**config.mk**
```make
export PLATFORM = sky130hd
export DESIGN_NAME = grid_io_param_tile
export DESIGN_NICKNAME = d
export VERILOG_FILES = /design/src/rtl/grid_io_param_tile.sv
export SDC_FILE = /design/constraint.sdc
export NUM_CORES = 1
export LEC_CHECK = 0
export CAP_MARGIN = 10
export CORE_UTILIZATION = 41
export CTS_CLUSTER_DIAMETER = 100
export DETAILED_ROUTE_END_ITERATION = 8
export PLACE_DENSITY = 0.81
export SYNTH_ARGS = -nofsm -noshare
export SYNTH_HDL_FRONTEND = slang
export SYNTH_SLANG_ARGS = --single-unit
```
**constraint.sdc**
```tcl
create_clock -name prog_clk -period 1.3 [get_ports prog_clk]
set_input_delay 0.13 -clock prog_clk [delete_from_list [all_inputs] [get_ports prog_clk]]
set_output_delay 0.13 -clock prog_clk [all_outputs]
set_load 0.1 [all_outputs]
```
**src/rtl/grid_io_param_tile.sv**
```systemverilog
// grid_io_param_tile: IO tile with a serial config chain, a commit-protected active config, and isolatable pads
// Ports: prog_clk/pReset are the clock and sync reset. ccff_head/ccff_tail are the serial chain in/out.
// cfg_shift_en and cfg_commit control loading. cfg_done/cfg_err report load status.
// IO_ISOL_N=0 isolates the pads. SOC_IN/SOC_OUT/SOC_DIR face the pads; io_outpad/io_inpad face the fabric.
module grid_io_param_tile #(
  parameter int NUM_IO = 4
) (
  input  logic              prog_clk,
  input  logic              pReset,
  input  logic              IO_ISOL_N,
  input  logic              ccff_head,
  input  logic              cfg_shift_en,
  input  logic              cfg_commit,
  input  logic [0:NUM_IO-1] gfpga_pad_EMBEDDED_IO_HD_SOC_IN,
  output logic [0:NUM_IO-1] gfpga_pad_EMBEDDED_IO_HD_SOC_OUT,
  output logic [0:NUM_IO-1] gfpga_pad_EMBEDDED_IO_HD_SOC_DIR,
  input  logic [0:NUM_IO-1] io_outpad,
  output logic [0:NUM_IO-1] io_inpad,
  output logic              ccff_tail,
  output logic              cfg_done,
  output logic              cfg_err
);
  localparam int CHAIN_LEN = 2 * NUM_IO;
  localparam int CNT_W = $clog2(CHAIN_LEN + 1);
  localparam logic [CNT_W-1:0] FULL = CNT_W'(CHAIN_LEN);
  logic [0:CHAIN_LEN-1] chain, act;
  logic [CNT_W-1:0] cnt, cnt_sh;
  logic full, take;
  always_comb begin
    full = cnt == FULL;
    take = cfg_commit && full;
    cnt_sh = cfg_shift_en && !full ? cnt + CNT_W'(1) : cnt;
  end
  always_ff @(posedge prog_clk) begin
    if (pReset) begin
      chain <= '0;
      act <= '0;
      cnt <= '0;
      cfg_err <= 1'b0;
    end else begin
      if (cfg_shift_en) chain <= {ccff_head, chain[0:CHAIN_LEN-2]};
      if (take) act <= chain;
      // an accepted commit restarts the count; a same-cycle shift is bit 1 of the next load
      cnt <= take ? CNT_W'(cfg_shift_en) : cnt_sh;
      if ((cfg_shift_en && full && !take) || (cfg_commit && !full)) cfg_err <= 1'b1;
    end
  end
  always_comb begin
    ccff_tail = chain[CHAIN_LEN-1];
    cfg_done = full;
    for (int i = 0; i < NUM_IO; i++) begin
      gfpga_pad_EMBEDDED_IO_HD_SOC_DIR[i] = IO_ISOL_N ? act[2*i] : 1'b1;
      gfpga_pad_EMBEDDED_IO_HD_SOC_OUT[i] = IO_ISOL_N && !act[2*i] ? io_outpad[i] ^ act[2*i+1] : 1'b0;
      io_inpad[i] = IO_ISOL_N && act[2*i] ? gfpga_pad_EMBEDDED_IO_HD_SOC_IN[i] ^ act[2*i+1] : 1'b0;
    end
  end
endmodule
```
== Yosys cells after proc, flatten, opt, wreduce, memory -nomap -nowiden ==
Index checks and enable logic that the tools add are counted.

* Flip-flop bits (word level): 21

* $add $sub $neg: 1
* Equality and inequality tests: 1
* Mux-type cells: 14
* Bitwise operators: 8
* Reductions and logical operators: 22

{| class="wikitable"
|+ Operators with widths
! kind !! count
|-
| two-way mux 1 bit || 14
|-
| logical AND 1 bit || 13
|-
| XOR 1 bit || 8
|-
| zero test 1 bit || 6
|-
| adder 4 x 1 -> 4 bit (second input constant) || 1
|-
| == test 4 bit (second input constant) || 1
|-
| nonzero test 2 bit || 1
|-
| OR reduction 2 bit || 1
|-
| logical OR 1 bit || 1
|}

== Depth between registers and ports, before layout ==
Gate-level depths: netlist (run 1).

* Word-level depth: 5
* Mapped depth: 6

== Least setup slack after synthesis (run 1) ==
No wires, ideal clock.

* Path type: reg2out
* From: reg act[0] (netlist name)
* To: out gfpga_pad_EMBEDDED_IO_HD_SOC_OUT[0] (netlist name)
* Arrival time: 2.461 ns
* Required time: 1.170 ns
* Slack: -1.291 ns
* Cell stages (with the launch flop): 3
* Path buffers: 0
* Path through: dfxtp_1 nand2b_1 nor2_1

* Cells in the longest elaborated chain, start to end: 3

{| class="wikitable"
|+ RTL lines
! what !! line !! RTL
|-
| from (decl) || 26 || <nowiki>logic [0:CHAIN_LEN-1] chain, act;</nowiki>
|-
| from (signal assigned) || 42 || <nowiki>if (take) act <= chain;</nowiki>
|-
| zero test 1 bit || 53 || <nowiki>gfpga_pad_EMBEDDED_IO_HD_SOC_OUT[i] = IO_ISOL_N && !act[2*i] ? io_outpad[i] ^ act[2*i+1] : 1'b0;</nowiki>
|-
| logical AND 1 bit || 53 ||
|-
| two-way mux 1 bit || 53 ||
|-
| to (decl) || 15 || <nowiki>output logic [0:NUM_IO-1] gfpga_pad_EMBEDDED_IO_HD_SOC_OUT,</nowiki>
|}

No other way between the ends.

== Worst setup path in the final report (run 1) ==
* From: reg act[3] (netlist name)
* To: out io_inpad[1] (netlist name)

* Cells in the longest elaborated chain, start to end: 2

{| class="wikitable"
|+ RTL lines
! what !! line !! RTL
|-
| XOR 1 bit || 54 || <nowiki>io_inpad[i] = IO_ISOL_N && act[2*i] ? gfpga_pad_EMBEDDED_IO_HD_SOC_IN[i] ^ act[2*i+1] : 1'b0;</nowiki>
|-
| two-way mux 1 bit || 54 ||
|-
| to (decl) || 18 || <nowiki>output logic [0:NUM_IO-1] io_inpad,</nowiki>
|}

No other way between the ends.

==> flow_results.xml, run 1 <==
<?xml version="1.0" encoding="UTF-8"?>
<metrics>
  <group name="setup_path">
    <metric name="timing.critical_path.fanout_max" unit="">3</metric>
    <metric name="critPathArrivalTime" unit="ps">1290</metric>
    <metric name="critPathLaunchType" unit="">flip-flop</metric>
    <metric name="family_with_the_most_delay_on_the_worst_path" unit="">flip-flops</metric>
    <metric name="wp_buf_inv" unit="">1</metric>
    <metric name="regToRegEndpoint" unit="">cnt[2]$_SDFFE_PP0P_</metric>
    <metric name="worst_ep_required_time" unit="ps">1170</metric>
    <metric name="chain_of_cells_forming_the_critical_path" unit="">xor2_1 -&gt; and3_4 -&gt; buf_12</metric>
    <metric name="worstSetupPathType" unit="">reg2out</metric>
    <metric name="critPathMaxStageDelay" unit="ps">390</metric>
    <metric name="startpoint" unit="">act[3]$_SDFFE_PP0P_</metric>
    <metric name="regToRegSetupSlack" unit="ps">-90</metric>
    <metric name="rr_worst_depth" unit="">7</metric>
    <metric name="standard_cell_with_the_maximum_stage_delay_on_the_critical_path" unit="">sky130_fd_sc_hd__dfxtp_4</metric>
    <metric name="worst_setup_path_end_kind" unit="">output port</metric>
    <metric name="worstReg2RegStart" unit="">cnt[1]$_SDFFE_PP0P_</metric>
  </group>
  <group name="placement">
    <metric name="detailed_place_hpwl" unit="um">1750</metric>
    <metric name="gp_congestion" unit="">0.797</metric>
    <metric name="dp_slack" unit="ps">-70.9</metric>
    <metric name="portBuffers" unit="">28</metric>
    <metric name="postPlaceCellArea" unit="um2">1570</metric>
  </group>
  <group name="drt">
    <metric name="detailedRoute.firstPassIterationCount" unit="">4</metric>
    <metric name="initialDrtViolationCount" unit="">23</metric>
    <metric name="route.detailed.wl_per_inst" unit="um">15.7</metric>
    <metric name="dr_total_vias" unit="">956</metric>
    <metric name="ant_nets" unit="">0</metric>
    <metric name="viasPerCell" unit="">5.20</metric>
    <metric name="routed_wirelength" unit="um">2890</metric>
    <metric name="route.detailed.drc" unit="">0</metric>
  </group>
  <group name="run_status">
    <metric name="status" unit="">complete, but fails checks</metric>
    <metric name="failing_checks" unit="">negative setup slack</metric>
  </group>
  <group name="job">
    <metric name="cap_viol_max_count" unit="">0</metric>
  </group>
  <group name="grt">
    <metric name="grt-busiest-layer" unit="">met2</metric>
    <metric name="antenna_found_initial" unit="">0</metric>
    <metric name="groute.layer.met1.usage" unit="">0.230</metric>
    <metric name="grt_pass1_vias" unit="">952</metric>
    <metric name="grt_start_max_net_pins" unit="">17</metric>
    <metric name="grt_first_pass_wirelength" unit="um">4060</metric>
    <metric name="grt_util_met2" unit="">0.402</metric>
    <metric name="met3_demand_to_capacity_share_in_global_routing" unit="">0.0212</metric>
    <metric name="grt.overflow.total" unit="">0</metric>
    <metric name="grt_util_all_layers" unit="">0.207</metric>
  </group>
  <group name="power">
    <metric name="pwrdens" unit="nW/um2">772</metric>
    <metric name="ir_drop" unit="mV">0.699</metric>
    <metric name="static-leakage-power" unit="nW">0.724</metric>
    <metric name="total_power" unit="mW">1.37</metric>
  </group>
  <group name="synth">
    <metric name="yosysWarningCount" unit="">0</metric>
    <metric name="synth.top_cell.area_share" unit="">0.435</metric>
    <metric name="synth-seq-area-share" unit="">0.435</metric>
    <metric name="synth_most_common_cell" unit="">sky130_fd_sc_hd__dfxtp_1</metric>
    <metric name="synth.lib_cells_used.distinct" unit="">25</metric>
    <metric name="synth-async-reset-ratio" unit="">0</metric>
    <metric name="synth_top_area_cell" unit="">sky130_fd_sc_hd__dfxtp_1</metric>
    <metric name="post_synthesis_cell_area" unit="um2">967</metric>
    <metric name="mappedNetlistNets" unit="">127</metric>
    <metric name="synth.area.top_cells" unit="">sky130_fd_sc_hd__dfxtp_1, sky130_fd_sc_hd__mux2i_1, sky130_fd_sc_hd__nand2_1</metric>
    <metric name="post_synth_inst_count" unit="">111</metric>
    <metric name="synth.avg_cell_area" unit="um2">8.71</metric>
    <metric name="ys_top_cells_by_count" unit="">sky130_fd_sc_hd__dfxtp_1, sky130_fd_sc_hd__nand2_1, sky130_fd_sc_hd__nor2_1</metric>
    <metric name="post_synth_edffs" unit="">0</metric>
    <metric name="synth_flop_cell" unit="">sky130_fd_sc_hd__dfxtp_1</metric>
    <metric name="ys_ff_latch" unit="">21</metric>
  </group>
  <group name="sta">
    <metric name="hold_viol" unit="">0</metric>
    <metric name="achievable-frequency" unit="MHz">705</metric>
    <metric name="fin_ws" unit="ps">-118</metric>
    <metric name="finalMaxSlewViolations" unit="">0</metric>
    <metric name="min_period_over_period" unit="">1.09</metric>
    <metric name="final_report_setup_violation_count" unit="">8</metric>
    <metric name="setup_repair_after_global_routing_missed_its_margin" unit="">true</metric>
    <metric name="timing_worst_slew_pin_value" unit="ps">360</metric>
    <metric name="setup_tns" unit="ps">-536</metric>
    <metric name="finalCriticalPeriod" unit="ps">1420</metric>
    <metric name="final.setup_skew" unit="ps">10.8</metric>
    <metric name="timing.slew.headroom" unit="">0.759</metric>
  </group>
  <group name="clocking">
    <metric name="cts_tree" unit="">built</metric>
    <metric name="cts.root.buffer_cell" unit="">sky130_fd_sc_hd__clkbuf_4</metric>
    <metric name="path_clk_slew" unit="ps">120</metric>
    <metric name="cts_num_sinks" unit="">21</metric>
    <metric name="cts_hold_buf" unit="">0</metric>
    <metric name="clk_latency" unit="ps">310</metric>
    <metric name="cts-buffers-inserted" unit="">3</metric>
    <metric name="ctsHtreeMaxLevel" unit="">1</metric>
    <metric name="ctsLongestPathBuffers" unit="">2</metric>
  </group>
  <group name="cells_and_area">
    <metric name="fin_util" unit="">0.805</metric>
    <metric name="antenna_cells_inserted" unit="">0</metric>
    <metric name="post_route_cells_drive_above_1_share" unit="">0.474</metric>
    <metric name="finish.net_count" unit="">173</metric>
    <metric name="final_cell_area" unit="um2">1780</metric>
    <metric name="layout-area-overhead-vs-synth" unit="%">84.2</metric>
  </group>
  <group name="min_path">
    <metric name="hp-start" unit="">ccff_head</metric>
    <metric name="holdPathEnd" unit="">chain[0]$_SDFFE_PP0P_</metric>
    <metric name="type_of_the_tightest_min_delay_check" unit="">in2reg</metric>
    <metric name="worstHoldPathCells" unit="">3</metric>
  </group>
  <group name="floorplan">
    <metric name="fp-row-count" unit="">17</metric>
    <metric name="die_x" unit="um">50.6</metric>
    <metric name="initial_utilization" unit="">0.437</metric>
    <metric name="die_footprint" unit="um2">2560</metric>
    <metric name="fp.dieH" unit="um">50.6</metric>
    <metric name="ioPinCount" unit="">29</metric>
    <metric name="core_area" unit="um2">2210</metric>
  </group>
</metrics>
## flip-flops by register name, summed over array words and instances (netlist names)
signal	flops
cfg_err	1
act	8
cnt	4
chain	8
## cell usage in the layout, fill, tap and decap left out, drive strengths merged, types with 3 or more instances in the layout
cell type      synthesis  layout
buf                    2      32
dfxtp                 21      21
nand2                 18      18
clkdlybuf4s50          0      12
nor2                  12      12
a21oi                 12      12
mux2i                  8       8
xor2                   5       5
and3                   5       5
nand2b                 4       4
xnor2                  4       4
clkbuf                 2       3
inv                    3       3
or3                    3       3
## kinds of logic (layout without fill, tap and decap cells)
logic type,count (synthesis),count (layout),synth area share
AO/OA/AOI/OAI,13,13,0.0724
adder cells (fa/ha/maj),2,2,0.0259
flip-flops,21,21,0.435
multiplexers,8,8,0.0828
XOR/XNOR,9,9,0.0815
buffers and inverters,7,52,0.0324
AND/OR/NAND/NOR,51,51,0.270
## routing by layer
layer | vias to the layer above | wire length, um
met5 | - | 0
met4 | 0 | 23
met3 | 4 | 82
met2 | 22 | 1710
met1 | 463 | 1080
li1 | 467 | -
## worst register-to-register path, stage by stage (launching register included)
cell,delay (ps)
sky130_fd_sc_hd__dfxtp_2,370
sky130_fd_sc_hd__inv_2,60
sky130_fd_sc_hd__ha_4,160
sky130_fd_sc_hd__nand3b_4,120
sky130_fd_sc_hd__inv_8,50
sky130_fd_sc_hd__buf_4,120
sky130_fd_sc_hd__or3_4,330
sky130_fd_sc_hd__a21oi_2,120
## where the power goes
part | leakage [nW] | switching [mW] | total (mW) | internal (mW)
clock | 0.0177 | 0.219 | 0.334 | 0.115
combinational | 0.531 | 0.214 | 0.384 | 0.169
sequential | 0.176 | 0.0101 | 0.657 | 0.647
total | 0.724 | 0.443 | 1.37 | 0.932
## metrics by stage
| step | hold WS, ps | std cells |
|---|---|---|
| 6_report | 427 | 184 |
| 4_1_cts | 436 | 181 |
| 3_5_place_dp | 465 | 172 |
| 3_3_place_gp | 454 | 172 |
| 2_1_floorplan | 200 | 111 |
| 5_1_grt | 457 | 184 |
## worst max path at each step
stage	depth (start not counted)	to	slack, ps
floorplan	6	cnt[2]$_SDFFE_PP0P_	5
global placement	4	cnt[2]$_SDFFE_PP0P_	10
detailed placement	5	cnt[1]$_SDFFE_PP0P_	-70
CTS	5	cfg_done	-80
global route	3	io_inpad[1]	-140
finish	3	io_inpad[1]	-120
## timing repair
action / CTS / global route
pin swaps: 3 / 8
gates resized for setup: 16 / 20
endpoints found under the setup margin: 10 / 21
gates cloned: 0 / 1
endpoints found under the hold margin: 0 / 0
setup buffers: 5 / 2
## cell type report
class	instances	area [um2]
Fill cell	138	430
Sequential cell	21	442
Clock buffer	3	22.5
Tap cell	28	35.0
Inverter	3	18.8
Multi-Input combinational cell	83	674
Clock inverter	1	5.00
Timing Repair Buffer	45	584
No activity file was read; power rests on OpenSTA's default activity.
==> inputs of run 2 (changes only) <==
--- a/config.mk
+++ b/config.mk
@@ -5,7 +5,6 @@
 export SDC_FILE = /design/constraint.sdc
 export NUM_CORES = 1
 export LEC_CHECK = 0
-export CAP_MARGIN = 10
 export CORE_UTILIZATION = 41
 export CTS_CLUSTER_DIAMETER = 100
 export DETAILED_ROUTE_END_ITERATION = 8
==> results of run 2 <==
The final DEF is identical to that of run 1; final timing and power are the same.
==> inputs of run 3 (changes only) <==
--- a/config.mk
+++ b/config.mk
@@ -5,8 +5,8 @@
 export SDC_FILE = /design/constraint.sdc
 export NUM_CORES = 1
 export LEC_CHECK = 0
+export CORE_MARGIN = 10
 export CORE_UTILIZATION = 41
-export CTS_CLUSTER_DIAMETER = 100
 export DETAILED_ROUTE_END_ITERATION = 8
 export PLACE_DENSITY = 0.81
 export SYNTH_ARGS = -nofsm -noshare
==> run 3 against run 2 <==
Compared with the run above:
- the run still ends with negative setup slack left
- first-iteration DRC count decreased by 30%
- routed wire length increased by 6.4%
- final cell count unchanged
- design area increased by 0.14%
- via count decreased by 0.42%
- non-clock buffer count unchanged
- register-to-register slack improved by 30 ps
- sequential share of layout area decreased by 0.25 points
- maximum frequency increased by 2.3%
- count of clock-buffer cells in the layout increased by 1
- combinational power increased by 3%
- hold slack improved by 11 ps
==> flow_results.xml, run 3 (synthesis results as in run 1) <==
<?xml version="1.0" encoding="UTF-8"?>
<metrics>
  <group name="floorplan">
    <metric name="core_area" unit="um2">2230</metric>
    <metric name="initial_utilization" unit="">0.433</metric>
    <metric name="ioPinCount" unit="">29</metric>
    <metric name="fp-row-count" unit="">17</metric>
    <metric name="die_x" unit="um">68.6</metric>
    <metric name="fp.dieH" unit="um">68.6</metric>
    <metric name="die_footprint" unit="um2">4700</metric>
  </group>
  <group name="setup_path">
    <metric name="rr_worst_depth" unit="">7</metric>
    <metric name="worst_ep_required_time" unit="ps">1170</metric>
    <metric name="worst_setup_path_end_kind" unit="">output port</metric>
    <metric name="timing.critical_path.fanout_max" unit="">5</metric>
    <metric name="worstSetupPathType" unit="">reg2out</metric>
    <metric name="critPathArrivalTime" unit="ps">1260</metric>
    <metric name="regToRegSetupSlack" unit="ps">-60</metric>
    <metric name="regToRegEndpoint" unit="">cnt[2]$_SDFFE_PP0P_</metric>
    <metric name="worstReg2RegStart" unit="">cnt[1]$_SDFFE_PP0P_</metric>
    <metric name="startpoint" unit="">cnt[1]$_SDFFE_PP0P_</metric>
    <metric name="critPathLaunchType" unit="">flip-flop</metric>
    <metric name="crit_path_end" unit="">cfg_done</metric>
  </group>
  <group name="clocking">
    <metric name="cts.root.buffer_cell" unit="">sky130_fd_sc_hd__clkbuf_4</metric>
    <metric name="cts_hold_buf" unit="">0</metric>
    <metric name="ctsLongestPathBuffers" unit="">2</metric>
    <metric name="path_clk_slew" unit="ps">110</metric>
    <metric name="clk_latency" unit="ps">300</metric>
    <metric name="cts_tree" unit="">built</metric>
    <metric name="ctsHtreeMaxLevel" unit="">1</metric>
    <metric name="cts_num_sinks" unit="">21</metric>
    <metric name="cts-buffers-inserted" unit="">3</metric>
  </group>
  <group name="cells_and_area">
    <metric name="finish.net_count" unit="">173</metric>
    <metric name="antenna_cells_inserted" unit="">0</metric>
    <metric name="multi_input_comb_area" unit="um2">669</metric>
    <metric name="register_area" unit="um2">438</metric>
    <metric name="nFillCells" unit="">130</metric>
    <metric name="final_common_cell" unit="">sky130_fd_sc_hd__nand2_1</metric>
    <metric name="layout-area-overhead-vs-synth" unit="%">84.5</metric>
    <metric name="commonest_cells_after_routing_fill_and_taps_aside" unit="">sky130_fd_sc_hd__nand2_1, sky130_fd_sc_hd__buf_12, sky130_fd_sc_hd__dfxtp_1</metric>
    <metric name="top_regs" unit="">act x8, chain x8, cnt x4</metric>
    <metric name="final_cell_area" unit="um2">1780</metric>
    <metric name="post_route_cells_drive_above_1_share" unit="">0.442</metric>
  </group>
  <group name="job">
    <metric name="cap_viol_max_count" unit="">0</metric>
  </group>
  <group name="placement">
    <metric name="detailed_place_hpwl" unit="um">2050</metric>
    <metric name="gp_congestion" unit="">0.781</metric>
    <metric name="portBuffers" unit="">28</metric>
    <metric name="postPlaceCellArea" unit="um2">1580</metric>
  </group>
  <group name="min_path">
    <metric name="type_of_the_tightest_min_delay_check" unit="">in2reg</metric>
    <metric name="worstHoldPathCells" unit="">3</metric>
  </group>
  <group name="drt">
    <metric name="initialDrtViolationCount" unit="">16</metric>
    <metric name="route.detailed.drc" unit="">0</metric>
    <metric name="viasPerCell" unit="">5.17</metric>
    <metric name="detailedRoute.firstPassIterationCount" unit="">4</metric>
    <metric name="dr_total_vias" unit="">952</metric>
    <metric name="routed_wirelength" unit="um">3080</metric>
    <metric name="ant_nets" unit="">0</metric>
    <metric name="route.detailed.wl_per_inst" unit="um">16.7</metric>
  </group>
  <group name="grt">
    <metric name="grt_pass1_vias" unit="">974</metric>
    <metric name="grt_start_max_net_pins" unit="">18</metric>
    <metric name="antenna_found_initial" unit="">0</metric>
    <metric name="grt.overflow.total" unit="">0</metric>
    <metric name="grt_util_all_layers" unit="">0.122</metric>
    <metric name="grt_first_pass_wirelength" unit="um">4510</metric>
  </group>
  <group name="run_status">
    <metric name="status" unit="">complete, but fails checks</metric>
    <metric name="failing_checks" unit="">negative setup slack</metric>
  </group>
  <group name="sta">
    <metric name="timing_worst_slew_pin_value" unit="ps">298</metric>
    <metric name="final_report_setup_violation_count" unit="">8</metric>
    <metric name="hold_viol" unit="">0</metric>
    <metric name="setup_repair_after_global_routing_missed_its_margin" unit="">true</metric>
    <metric name="timing.slew.headroom" unit="">0.800</metric>
    <metric name="finalMaxSlewViolations" unit="">0</metric>
    <metric name="fin_ws" unit="ps">-86.3</metric>
    <metric name="min_period_over_period" unit="">1.07</metric>
    <metric name="achievable-frequency" unit="MHz">721</metric>
    <metric name="finalCriticalPeriod" unit="ps">1390</metric>
    <metric name="final.setup_skew" unit="ps">1.35</metric>
  </group>
  <group name="power">
    <metric name="ir_drop" unit="mV">0.903</metric>
    <metric name="pwrdens" unit="nW/um2">762</metric>
    <metric name="total_power" unit="mW">1.36</metric>
    <metric name="static-leakage-power" unit="nW">0.724</metric>
  </group>
</metrics>
==> run 3: changes by cell type in the layout (fill, tap and decap cells not counted), sizes merged <==
cell	change
clkinv	-1
clkbuf	+1
==> run 3: per-layer routing <==
metal	global-route usage	wire, um
met5	0	0
met4	0.0226	47
met3	0.0386	188
met2	0.227	1720
met1	0.132	1120
==> run 3: power by group <==
group | switching (mW) | total (mW) | internal (mW)
Combinational | 0.219 | 0.394 | 0.175
Clock | 0.189 | 0.308 | 0.120
Sequential | 0.00998 | 0.657 | 0.647
Total | 0.418 | 1.36 | 0.942
==> run 3: final cells by class <==
class                           count  share of cell area
Clock buffer                        4              0.0147
Inverter                            3              0.0105
Multi-Input combinational cell     83               0.375
Sequential cell                    21               0.245
Tap cell                           28              0.0196
Timing Repair Buffer               45               0.335
==> run 3: critical path, cell delays in order (launching register included) <==
cell and delay (ps):
sky130_fd_sc_hd__dfxtp_2 350, sky130_fd_sc_hd__inv_2 70, sky130_fd_sc_hd__ha_4 150, sky130_fd_sc_hd__nand3b_4 130, sky130_fd_sc_hd__inv_8 90, sky130_fd_sc_hd__buf_12 160
==> run 3: worst min-delay path by stage <==
stage	start	end	slack, ps
after global placement	act[4]$_SDFFE_PP0P_	act[4]$_SDFFE_PP0P_	450
after global routing	ccff_head	chain[0]$_SDFFE_PP0P_	490
after detailed placement	chain[0]$_SDFFE_PP0P_	act[0]$_SDFFE_PP0P_	460
after floorplan	pReset	cnt[0]$_SDFFE_PP0P_	200
final	ccff_head	chain[0]$_SDFFE_PP0P_	440
after CTS	ccff_head	chain[0]$_SDFFE_PP0P_	440
==> run 3: what timing repair did <==
item	4_1_cts	5_1_grt
endpoints found under the setup margin	9	11
pin swaps	2	7
resized for setup	12	18
hold endpoints to repair	0	0
setup buffers	5	3
==> run 3: through the flow <==
stage	setup TNS [ps]	instances	setup WS (ps)	hold WS [ps]	util
floorplan	0	111	5.20	200	-
global placement	0	172	13.2	454	0.708
detailed placement	-104	172	-73.3	464	0.708
CTS	-206	181	-66.0	439	0.751
global route	-976	184	-137	493	0.799
finish	-335	184	-86.3	438	0.799
